==> config.mk <==
export PLATFORM = sky130hd
export DESIGN_NAME = id_ex_stage
export DESIGN_NICKNAME = d
export VERILOG_FILES = /design/src/rtl/id_ex_stage.sv
export SDC_FILE = /design/constraint.sdc
export NUM_CORES = 1
export LEC_CHECK = 0
export CAP_MARGIN = 20
export CORE_AREA = 2 2 131 133
export DETAILED_ROUTE_END_ITERATION = 7
export DIE_AREA = 0 0 133 135
export DONT_BUFFER_PORTS = 1
export PLACE_DENSITY = 0.61
export SLEW_MARGIN = 10
export SYNTH_ARGS = -nofsm -noshare
export SYNTH_HDL_FRONTEND = slang
export SYNTH_SLANG_ARGS = --single-unit
==> constraint.sdc <==
create_clock -name clock -period 3.4 [get_ports clock]
set_clock_uncertainty 0.05 [all_clocks]
set_input_delay 0.34 -clock clock [delete_from_list [all_inputs] [get_ports clock]]
set_output_delay 0.34 -clock clock [all_outputs]
set_load 0.005 [all_outputs]
==> src/rtl/id_ex_stage.sv <==
// ID/EX pipeline stage: register-file addressing, decode, load-use / writeback hazard bubbles.
// Optional WB_BYPASS_EN: forward the same-cycle writeback value instead of stalling on it.
module id_ex_stage #(
    parameter int REG_SIZE      = 32,
    parameter int ADDRESS_WIDTH = 5
) (
    input  logic                     clock,
    input  logic                     reset,
    input  logic                     if_id_valid,
    input  logic [31:0]              if_id_instr,
    input  logic [31:0]              if_id_pc_plus4,
    input  logic [REG_SIZE-1:0]      reg_a_data_out,
    input  logic [REG_SIZE-1:0]      reg_b_data_out,
    output logic [ADDRESS_WIDTH-1:0] read_reg_a_addr,
    output logic [ADDRESS_WIDTH-1:0] read_reg_b_addr,
    input  logic                     wb_write_en,
    input  logic [ADDRESS_WIDTH-1:0] wb_write_addr,
    input  logic [REG_SIZE-1:0]      wb_write_data,
    input  logic                     ex_hold,
    input  logic                     flush,
    output logic                     stall,
    output logic                     ex_valid,
    output logic [REG_SIZE-1:0]      ex_rs_data,
    output logic [REG_SIZE-1:0]      ex_rt_data,
    output logic [31:0]              ex_imm,
    output logic [ADDRESS_WIDTH-1:0] ex_rs_addr,
    output logic [ADDRESS_WIDTH-1:0] ex_rt_addr,
    output logic [ADDRESS_WIDTH-1:0] ex_dest,
    output logic [5:0]               ex_opcode,
    output logic [5:0]               ex_funct,
    output logic                     ex_is_load,
    output logic [31:0]              ex_pc_plus4
);

    localparam logic [5:0] OP_RTYPE = 6'h00;
    localparam logic [5:0] OP_JAL   = 6'h03;

    logic [5:0]               w_opcode;
    logic [5:0]               w_funct;
    logic [ADDRESS_WIDTH-1:0] w_rs;
    logic [ADDRESS_WIDTH-1:0] w_rt;
    logic [ADDRESS_WIDTH-1:0] w_rd;
    logic [ADDRESS_WIDTH-1:0] w_dest;
    logic                     w_is_load;
    logic [31:0]              w_imm;
    logic [REG_SIZE-1:0]      w_rs_data;
    logic [REG_SIZE-1:0]      w_rt_data;
    logic                     w_load_use;
    logic                     w_wb_hazard;

    logic                     r_ex_valid;
    logic [REG_SIZE-1:0]      r_ex_rs_data;
    logic [REG_SIZE-1:0]      r_ex_rt_data;
    logic [31:0]              r_ex_imm;
    logic [ADDRESS_WIDTH-1:0] r_ex_rs_addr;
    logic [ADDRESS_WIDTH-1:0] r_ex_rt_addr;
    logic [ADDRESS_WIDTH-1:0] r_ex_dest;
    logic [5:0]               r_ex_opcode;
    logic [5:0]               r_ex_funct;
    logic                     r_ex_is_load;
    logic [31:0]              r_ex_pc_plus4;

    assign w_opcode = if_id_instr[31:26];
    assign w_funct  = if_id_instr[5:0];
    assign w_rs     = ADDRESS_WIDTH'(if_id_instr[25:21]);
    assign w_rt     = ADDRESS_WIDTH'(if_id_instr[20:16]);
    assign w_rd     = ADDRESS_WIDTH'(if_id_instr[15:11]);

    assign read_reg_a_addr = w_rs;
    assign read_reg_b_addr = w_rt;

    always_comb begin
        w_dest    = w_rt;
        w_is_load = 1'b0;
        w_imm     = {{16{if_id_instr[15]}}, if_id_instr[15:0]};
        if (w_opcode == OP_RTYPE) begin
            w_dest = w_rd;
        end else if (w_opcode == OP_JAL) begin
            w_dest = ADDRESS_WIDTH'(31);
        end
        case (w_opcode)
            6'h20, 6'h21, 6'h23, 6'h24, 6'h25: w_is_load = 1'b1;
            default:                           w_is_load = 1'b0;
        endcase
        case (w_opcode)
            6'h0C, 6'h0D, 6'h0E: w_imm = {16'h0000, if_id_instr[15:0]};
            default:             w_imm = {{16{if_id_instr[15]}}, if_id_instr[15:0]};
        endcase
    end

`ifdef WB_BYPASS_EN
    always_comb begin
        w_rs_data   = reg_a_data_out;
        w_rt_data   = reg_b_data_out;
        w_wb_hazard = 1'b0;
        if (wb_write_en && (wb_write_addr != '0) && (wb_write_addr == w_rs)) begin
            w_rs_data = wb_write_data;
        end
        if (wb_write_en && (wb_write_addr != '0) && (wb_write_addr == w_rt)) begin
            w_rt_data = wb_write_data;
        end
        if (w_rs == '0) begin
            w_rs_data = '0;
        end
        if (w_rt == '0) begin
            w_rt_data = '0;
        end
    end
`else
    // Without the bypass, a pending write to a source costs one bubble; the
    // register file holds the new value by the time the instruction retries.
    logic w_unused_wb_data;
    assign w_unused_wb_data = ^wb_write_data;

    always_comb begin
        w_rs_data   = (w_rs == '0) ? '0 : reg_a_data_out;
        w_rt_data   = (w_rt == '0) ? '0 : reg_b_data_out;
        w_wb_hazard = if_id_valid && wb_write_en && (wb_write_addr != '0) &&
                      ((wb_write_addr == w_rs) || (wb_write_addr == w_rt));
    end
`endif

    // rt is compared for every opcode; a false hit only costs one bubble.
    assign w_load_use = r_ex_valid && r_ex_is_load && (r_ex_dest != '0) && if_id_valid &&
                        ((r_ex_dest == w_rs) || (r_ex_dest == w_rt));

    assign stall = !flush && (ex_hold || w_load_use || w_wb_hazard);

    always_ff @(posedge clock or negedge reset) begin
        if (!reset) begin
            r_ex_valid    <= 1'b0;
            r_ex_rs_data  <= '0;
            r_ex_rt_data  <= '0;
            r_ex_imm      <= '0;
            r_ex_rs_addr  <= '0;
            r_ex_rt_addr  <= '0;
            r_ex_dest     <= '0;
            r_ex_opcode   <= '0;
            r_ex_funct    <= '0;
            r_ex_is_load  <= 1'b0;
            r_ex_pc_plus4 <= '0;
        end else if (flush) begin
            r_ex_valid <= 1'b0;
        end else if (ex_hold) begin
            r_ex_valid <= r_ex_valid;
        end else if (w_load_use || w_wb_hazard) begin
            r_ex_valid <= 1'b0;
        end else begin
            r_ex_valid    <= if_id_valid;
            r_ex_rs_data  <= w_rs_data;
            r_ex_rt_data  <= w_rt_data;
            r_ex_imm      <= w_imm;
            r_ex_rs_addr  <= w_rs;
            r_ex_rt_addr  <= w_rt;
            r_ex_dest     <= w_dest;
            r_ex_opcode   <= w_opcode;
            r_ex_funct    <= w_funct;
            r_ex_is_load  <= w_is_load;
            r_ex_pc_plus4 <= if_id_pc_plus4;
        end
    end

    assign ex_valid    = r_ex_valid;
    assign ex_rs_data  = r_ex_rs_data;
    assign ex_rt_data  = r_ex_rt_data;
    assign ex_imm      = r_ex_imm;
    assign ex_rs_addr  = r_ex_rs_addr;
    assign ex_rt_addr  = r_ex_rt_addr;
    assign ex_dest     = r_ex_dest;
    assign ex_opcode   = r_ex_opcode;
    assign ex_funct    = r_ex_funct;
    assign ex_is_load  = r_ex_is_load;
    assign ex_pc_plus4 = r_ex_pc_plus4;

endmodule
==> metrics.md, run 1 <==
| Metric | Value |
|---|---|
| Ys flop type | dfrtp_1 |
| Root buf cell | clkbuf_16 |
| Routed wire length | roughly 14000 um |
| Initial cell density of the core | a little under two fifths |
| Rows | 47 |
| Port Buffers | 0 |
| Fin. max-slew vios | 0 |
| Status | finished, violations left |
| Post-synth net total | 693 |
| Worst-path fanout max | 26 |
| CORE AREA | roughly 16000 um2 |
| Cell area after layout | around 7300 um2 |
| Worst-Margin Slew | 0.761 ns |
| Clk_lat worst skew | between 0.4 and 0.5 ns |
| FFs w/ async S/R, synth | 100% |
| Leakage Power | 3.44 nW |
| HP Class | input port to asynchronous set/reset pin |
| WHS | -0.436 ns |
| H-tree Lvls | 4 |
| Switching share of power | roughly a quarter |
| CTS sink count | 136 |
| Cell Int Power | ~3.3 mW |
| Critical path's slowest cell | dfrtp_1 |
| Crit path max-delay family | buffers and inverters |
| Worst VDD drop | 0.322 mV |
| Clock tree buffer depth | 2 |
| Synthesized instance count | 522 |
| Placement Cell Area | around 6000 um2 |
| EDFF count, synth | 0 |
| Power Density | about 600 nW/um2 |
| Vias in the first global route | 4162 |
| Failing checks | negative hold slack |
| Cells on worst reg2reg path | 7 |
| Antenna cells | 0 |
| CTS tree | yes |
| Most frequent cells in the layout | 136 x dfrtp_1, 78 x nand2_1, 71 x mux2_2, 69 x mux2i_1, 65 x inv_1 |
| RSZ-0062 raised after global routing | no |
| Fin crit period | between 2 and 2.5 ns |
| Bufs and invs on worst path | 2 |
| 1st-pass router iterations | 4 |
| Worst path required time | 3.68 ns |
| Register area share after synthesis | approximately 54% |
| Final hold violation count | approximately 140 |
| Final GP Congestion | around 0.8 |
| CTS Hold Buffers Added | 42 |
| Synth warnings | 0 |
| Levels on crit path | 7 |
| Clk pwr share | a little over two fifths |
| Reg power frac | between 40% and 50% |
| Fillers | between 1000 and 1500 |
| Layout net count | between 700 and 800 |
| Die Ht | between 100 and 150 um |
| Die width | between 100 and 150 um |
| Fmax | between 400 and 500 MHz |
| Hpwl dp | about 10000 um |
| Drt via density | approximately 4.9 |
| Total power | 4.44 mW |
| Final Cycle Share | about 70% |
| DIE AREA | between 15000 and 20000 um2 |
| Drt first-iter violations | 145 |
| Combinational Power Share | 10.3% |
| Max incr delay on CP | ~0.5 ns |
| WL/cell | ~19 um |
| CP cell instances | xnor2_1, nand3_1, o22ai_1, a221oi_4, buf_4, buf_4, mux2i_1 |
| Global-route wire length before repair | roughly 22000 um |
| # DRC | 0 |
| Number of unique standard cell types used by synthesis | 26 |
| GRT Util Overall | approximately 16% |
| Setup violators final | 0 |
| Largest net degree at the start of global routing | 137 |
| Clock transition at path regs | roughly 0.060 ns |
| P_sw | ~1.2 mW |
| Share of cells above drive strength 1 | between 10% and 20% |
| Setup CP Type | register to register |
| Crit path DAT | 2.72 ns |
| Area delta synth->final | 16.5% |
| Max_slew headroom | ~49% |
| Total number of vias | roughly 3800 |
| Top Ports | 339 |
| Mean Syn Cell Area | between 10 and 15 um2 |
| Buffer count from post-CTS setup fixing | 0 |
| Synth Cell Area | 6270 um2 |
| GR Overflow Total | 0 |
| Synth Register Bits | approximately 140 |
| Maxcap violations | 0 |
| Antenna-violating nets left | 0 |
| Most common cell after layout, fill and taps aside | dfrtp_1 |
| Crit end category | register |
| Post-cts sizing count | 0 |
| Setup_tns | 0 ns |
| Most frequent CP cell | buf_4 |
| Crit start category | register |
| Antenna violations before repair | 0 |
| CTS Buf Count | 17 |
## metal layers
layer | track usage [%] | part of all wire, % | vias to the layer above
met4 | 5.38 | 0.89 | 0
met5 | 0 | 0 | -
met3 | 7.96 | 10 | 14
li1 | - | - | 1712
met2 | 28.1 | 51 | 209
met1 | 17.3 | 38 | 1872
## cell type report
| type | count | area (um2) | share of cell area (%) |
|---|---|---|---|
| Tap cell | 220 | 275 | 3.77 |
| Clock inverter | 14 | 164 | 2.25 |
| Inverter | 65 | 244 | 3.34 |
| Timing Repair Buffer | 59 | 628 | 8.60 |
| Clock buffer | 18 | 429 | 5.88 |
| Sequential cell | 136 | 3400 | 46.6 |
| Multi-Input combinational cell | 269 | 2160 | 29.5 |
## registers in the layout, indices dropped and copies added, names as in the netlist, 5 cells and up
register and count:
ex_dest 5, ex_rt_addr 5, ex_rs_addr 5, ex_pc_plus4 32, ex_rt_data 32, ex_opcode 6, ex_imm 17, ex_rs_data 32
## worst paths after layout
path | startpoint | to | slack, ns
worst max-delay path | ex_dest[0] | ex_rs_data[2] | 0.95
worst min-delay path | reset | ex_pc_plus4[3] | -0.44
worst max register to register | ex_dest[0] | ex_rs_data[2] | 0.95
worst min register to register | ex_pc_plus4[0] | ex_pc_plus4[0] | 0.48
max in group asynchronous | reset | ex_rs_data[9] | 3.47
min in group clock | reg_a_data_out[28] | ex_rs_data[28] | 0.02
## cell families (layout without fill, tap and decap cells)
kind of cell           after synthesis  after routing  share of synthesized area [%]
buffers and inverters              117            156                           11.4
flip-flops                         136            136                           54.3
AND/OR/NAND/NOR                     99             99                           6.39
XOR/XNOR                            20             20                           2.80
AO/OA/AOI/OAI                       10             10                           1.28
multiplexers                       140            140                           23.8
## cells in the mapped netlist, types with 2 or more instances
| cell type | count | area, um2 |
|---|---|---|
| inv_1 | 65 | 244 |
| buf_12 | 6 | 120 |
| nor3_1 | 5 | 25.0 |
| xnor2_1 | 20 | 175 |
| buf_6 | 8 | 90.1 |
| o22ai_1 | 2 | 12.5 |
| clkbuf_1 | 6 | 22.5 |
| nand2_1 | 78 | 293 |
| nand3_1 | 6 | 30.0 |
| mux2_2 | 71 | 800 |
| mux2i_1 | 69 | 691 |
| nor2_1 | 5 | 18.8 |
| buf_4 | 32 | 240 |
| a21oi_1 | 2 | 10.0 |
| dfrtp_1 | 136 | 3400 |
## power by group through the flow
stage / clock [mW] / sequential, mW / combinational (mW)
3_5_place_dp: 0 / 2.16 / 0.413
5_1_grt: 1.98 / 2.16 / 0.514
3_3_place_gp: 0 / 2.16 / 0.383
6_report: 1.85 / 2.13 / 0.459
2_1_floorplan: 0 / 2.07 / 0.448
4_1_cts: 1.91 / 2.14 / 0.452
## metrics by stage
step / util (%) / setup WS (ns) / instances / hold slack [ns]
after detailed placement: 37.5 / 0.828 / 695 / -0.00359
after floorplan: - / 1.29 / 522 / -0.00559
after global routing: 44.5 / 0.819 / 781 / -0.471
after CTS: 43.7 / 0.938 / 769 / -0.460
after global placement: 37.3 / 0.892 / 694 / -0.00323
final: 44.5 / 0.954 / 781 / -0.436
No activity file was read; power rests on OpenSTA's default activity.
==> inputs of run 2 (changes only) <==
PLACE_DENSITY = 0.63   (was 0.61)
clock period = 2.2 ns   (was 3.4 ns; I/O delays follow)
==> metrics.md, run 2 (synthesis gave the netlist of run 1 again) <==
| Metric | Value |
|---|---|
| Most common cell after layout, fill and taps aside | dfrtp_1 |
| Layout net count | 811 (+13%) |
| Cells on worst reg2reg path | 7 (unchanged) |
| Crit start category | register |
| Root buf cell | clkbuf_16 |
| Worst path required time | 2.50 ns (-1.18 ns) |
| Rows | 47 (unchanged) |
| Placement Cell Area | 6240 um2 (+1.5%) |
| Cell area after layout | 8250 um2 (+13%) |
| Status | finished, violations left |
| Setup_tns | 0 ns (unchanged) |
| Drt first-iter violations | 166 (+14%) |
| Fillers | 1355 (-8.8%) |
| Antenna-violating nets left | 0 (unchanged) |
| Initial cell density of the core | 38.2% (unchanged) |
| Clock tree buffer depth | 2 (unchanged) |
| CTS Hold Buffers Added | 130 (+210%) |
| Global-route wire length before repair | 24800 um (+11%) |
| R2R Path Start | ex_dest[4] |
| Die width | 133 um (unchanged) |
| WL/cell | 18.4 um (-0.81%) |
| Final GP Congestion | 0.772 (-3.3%) |
| Most frequent cells in the layout | 136 x dfrtp_1, 130 x dlygate4sd3_1, 78 x nand2_1, 71 x mux2_2, 68 x mux2i_1 |
| Crit path DAT | 2.40 ns (-0.32 ns) |
| Worst-path fanout max | 4 (-85%) |
| GR Overflow Total | 0 (unchanged) |
| Crit end category | register |
| Final hold violation count | 136 (unchanged) |
| Clk_lat worst skew | 0.41 ns (about the same) |
| Fin crit period | 2.10 ns (-0.341 ns) |
| CP endpoint | ex_valid |
| Leakage Power | 3.86 nW (+12%) |
| Final core utilization | 50.3% (+5.8 points) |
| Die Ht | 135 um (unchanged) |
| Clock transition at path regs | 0.06 ns (about the same) |
| Share of cells above drive strength 1 | 19.4% (-0.16 points) |
| # DRC | 0 (unchanged) |
| CTS tree | yes |
| DIE AREA | 18000 um2 (unchanged) |
| Placed insts | 707 (+1.7%) |
| Worst VDD drop | 0.588 mV (+82%) |
| CORE AREA | 16400 um2 (unchanged) |
| Total power | 7.16 mW (+61%) |
| Fin. max-slew vios | 0 (unchanged) |
| Setup violators final | 0 (unchanged) |
| Vias in the first global route | 4564 (+9.7%) |
| Failing checks | negative hold slack |
| Max_slew headroom | 48.5% (-0.81 points) |
| Critical R2R Capture | ex_valid |
| Routed wire length | 16100 um (+11%) |
| CTS Buf Count | 17 (unchanged) |
| Top Ports | 339 (unchanged) |
| Fmax | 475 MHz (+16%) |
| Maxcap violations | 0 (unchanged) |
| Worst-Margin Slew | 0.773 ns (+0.0122 ns) |
| CTS sink count | 136 (unchanged) |
| Setup CP Type | register to register |
| Power Density | 868 nW/um2 (+43%) |
| H-tree Lvls | 4 (unchanged) |
| Post-Layout Cell Count | 873 (+12%) |
| 1st-pass router iterations | 4 (unchanged) |
| Total number of vias | 4164 (+9.4%) |
| Drt via density | 4.77 (-2.1%) |
| HP Class | input port to asynchronous set/reset pin |
| RSZ-0062 raised after global routing | yes |
| Largest net degree at the start of global routing | 137 (unchanged) |
| Antenna violations before repair | 0 (unchanged) |
| R2R setup slack | 0.1 ns (-0.86 ns) |
| WHS | -0.553 ns (-0.117 ns) |
| GRT Util Overall | 18.0% (+1.8 points) |
| Final Cycle Share | 95.6% (+24 points) |
| Antenna cells | 0 (unchanged) |
| Area delta synth->final | 31.7% |
| Hpwl dp | 10100 um (+0.36%) |
| Beginning of the critical path | ex_dest[4] |
| Port Buffers | 0 (unchanged) |
-- run 2: changes by cell type in the layout (fill, tap and decap cells not counted), moves of 2 or more --
| cell | before | now |
|---|---|---|
| buf_4 | 3 | 15 |
| clkinv_4 | 3 | 1 |
| clkbuf_16 | 17 | 19 |
| dlygate4sd3_1 | 53 | 130 |
-- run 2: cell type report --
class / instances / area (um2) / share of cell area, %
repair buffers: 151 / 1550 / 18.7
flip-flops and latches: 136 / 3400 / 41.2
multi-input cells: 269 / 2170 / 26.3
inverters: 65 / 244 / 2.96
well taps: 220 / 275 / 3.34
clock inverters: 14 / 185 / 2.24
clock buffers: 18 / 429 / 5.20
-- run 2: critical path, cell delays in order (launching register included) --
cell and delay, ns:
dfrtp_1 0.44, xnor2_1 0.15, nand3_1 0.11, o22ai_2 0.12, buf_4 0.15, a221o_1 0.31, a21oi_1 0.14, dlygate4sd3_1 0.57
-- run 2: worst min-delay path by stage --
| stage | end | depth (start not counted) | slack, ns | startpoint |
|---|---|---|---|---|
| after detailed placement | ex_rt_data[23] | 0 | -0.12 | reset |
| final | ex_rt_data[23] | 0 | -0.55 | reset |
| after CTS | ex_rt_data[23] | 0 | -0.58 | reset |
| after global placement | ex_rt_data[21] | 0 | -0.12 | reset |
| after global routing | ex_rt_data[21] | 0 | -0.59 | reset |
| after floorplan | ex_dest[0] | 0 | -0.13 | reset |
-- run 2: where the power goes --
group	total, mW	switching (mW)	internal (mW)
logic	0.905	0.343	0.562
clock network	2.97	1.15	1.82
registers	3.29	0.389	2.90
-- run 2: metal layers --
metal,up-vias,GRT usage [%],routed length (um)
met4,0,7.11,310
met1,2019,19.6,6030
met5,-,0,0
li1,1902,-,-
met3,22,7.43,1500
met2,221,31.1,8210
-- run 2: timing repair --
action                                  4_1_cts  5_1_grt
cloned                                        0        2
resized for setup                             1        7
endpoints found under the setup margin        4      100
hold endpoints to repair                    265      136
pin swaps                                     0        1
buffers inserted                              0        2
-- run 2: through the flow --
step	setup WS, ns	hold slack [ns]
after global placement	0.00299	-0.123
after floorplan	0.212	-0.126
after global routing	-0.0166	-0.586
after CTS	0.0132	-0.578
final	0.0959	-0.553
after detailed placement	-0.0758	-0.122
==> inputs of run 3 (changes only) <==
ABC_CLOCK_PERIOD_IN_PS = 2200   (was unset)
==> results of run 3 <==
No change in the layout: final DEF, timing and power equal those of run 2.
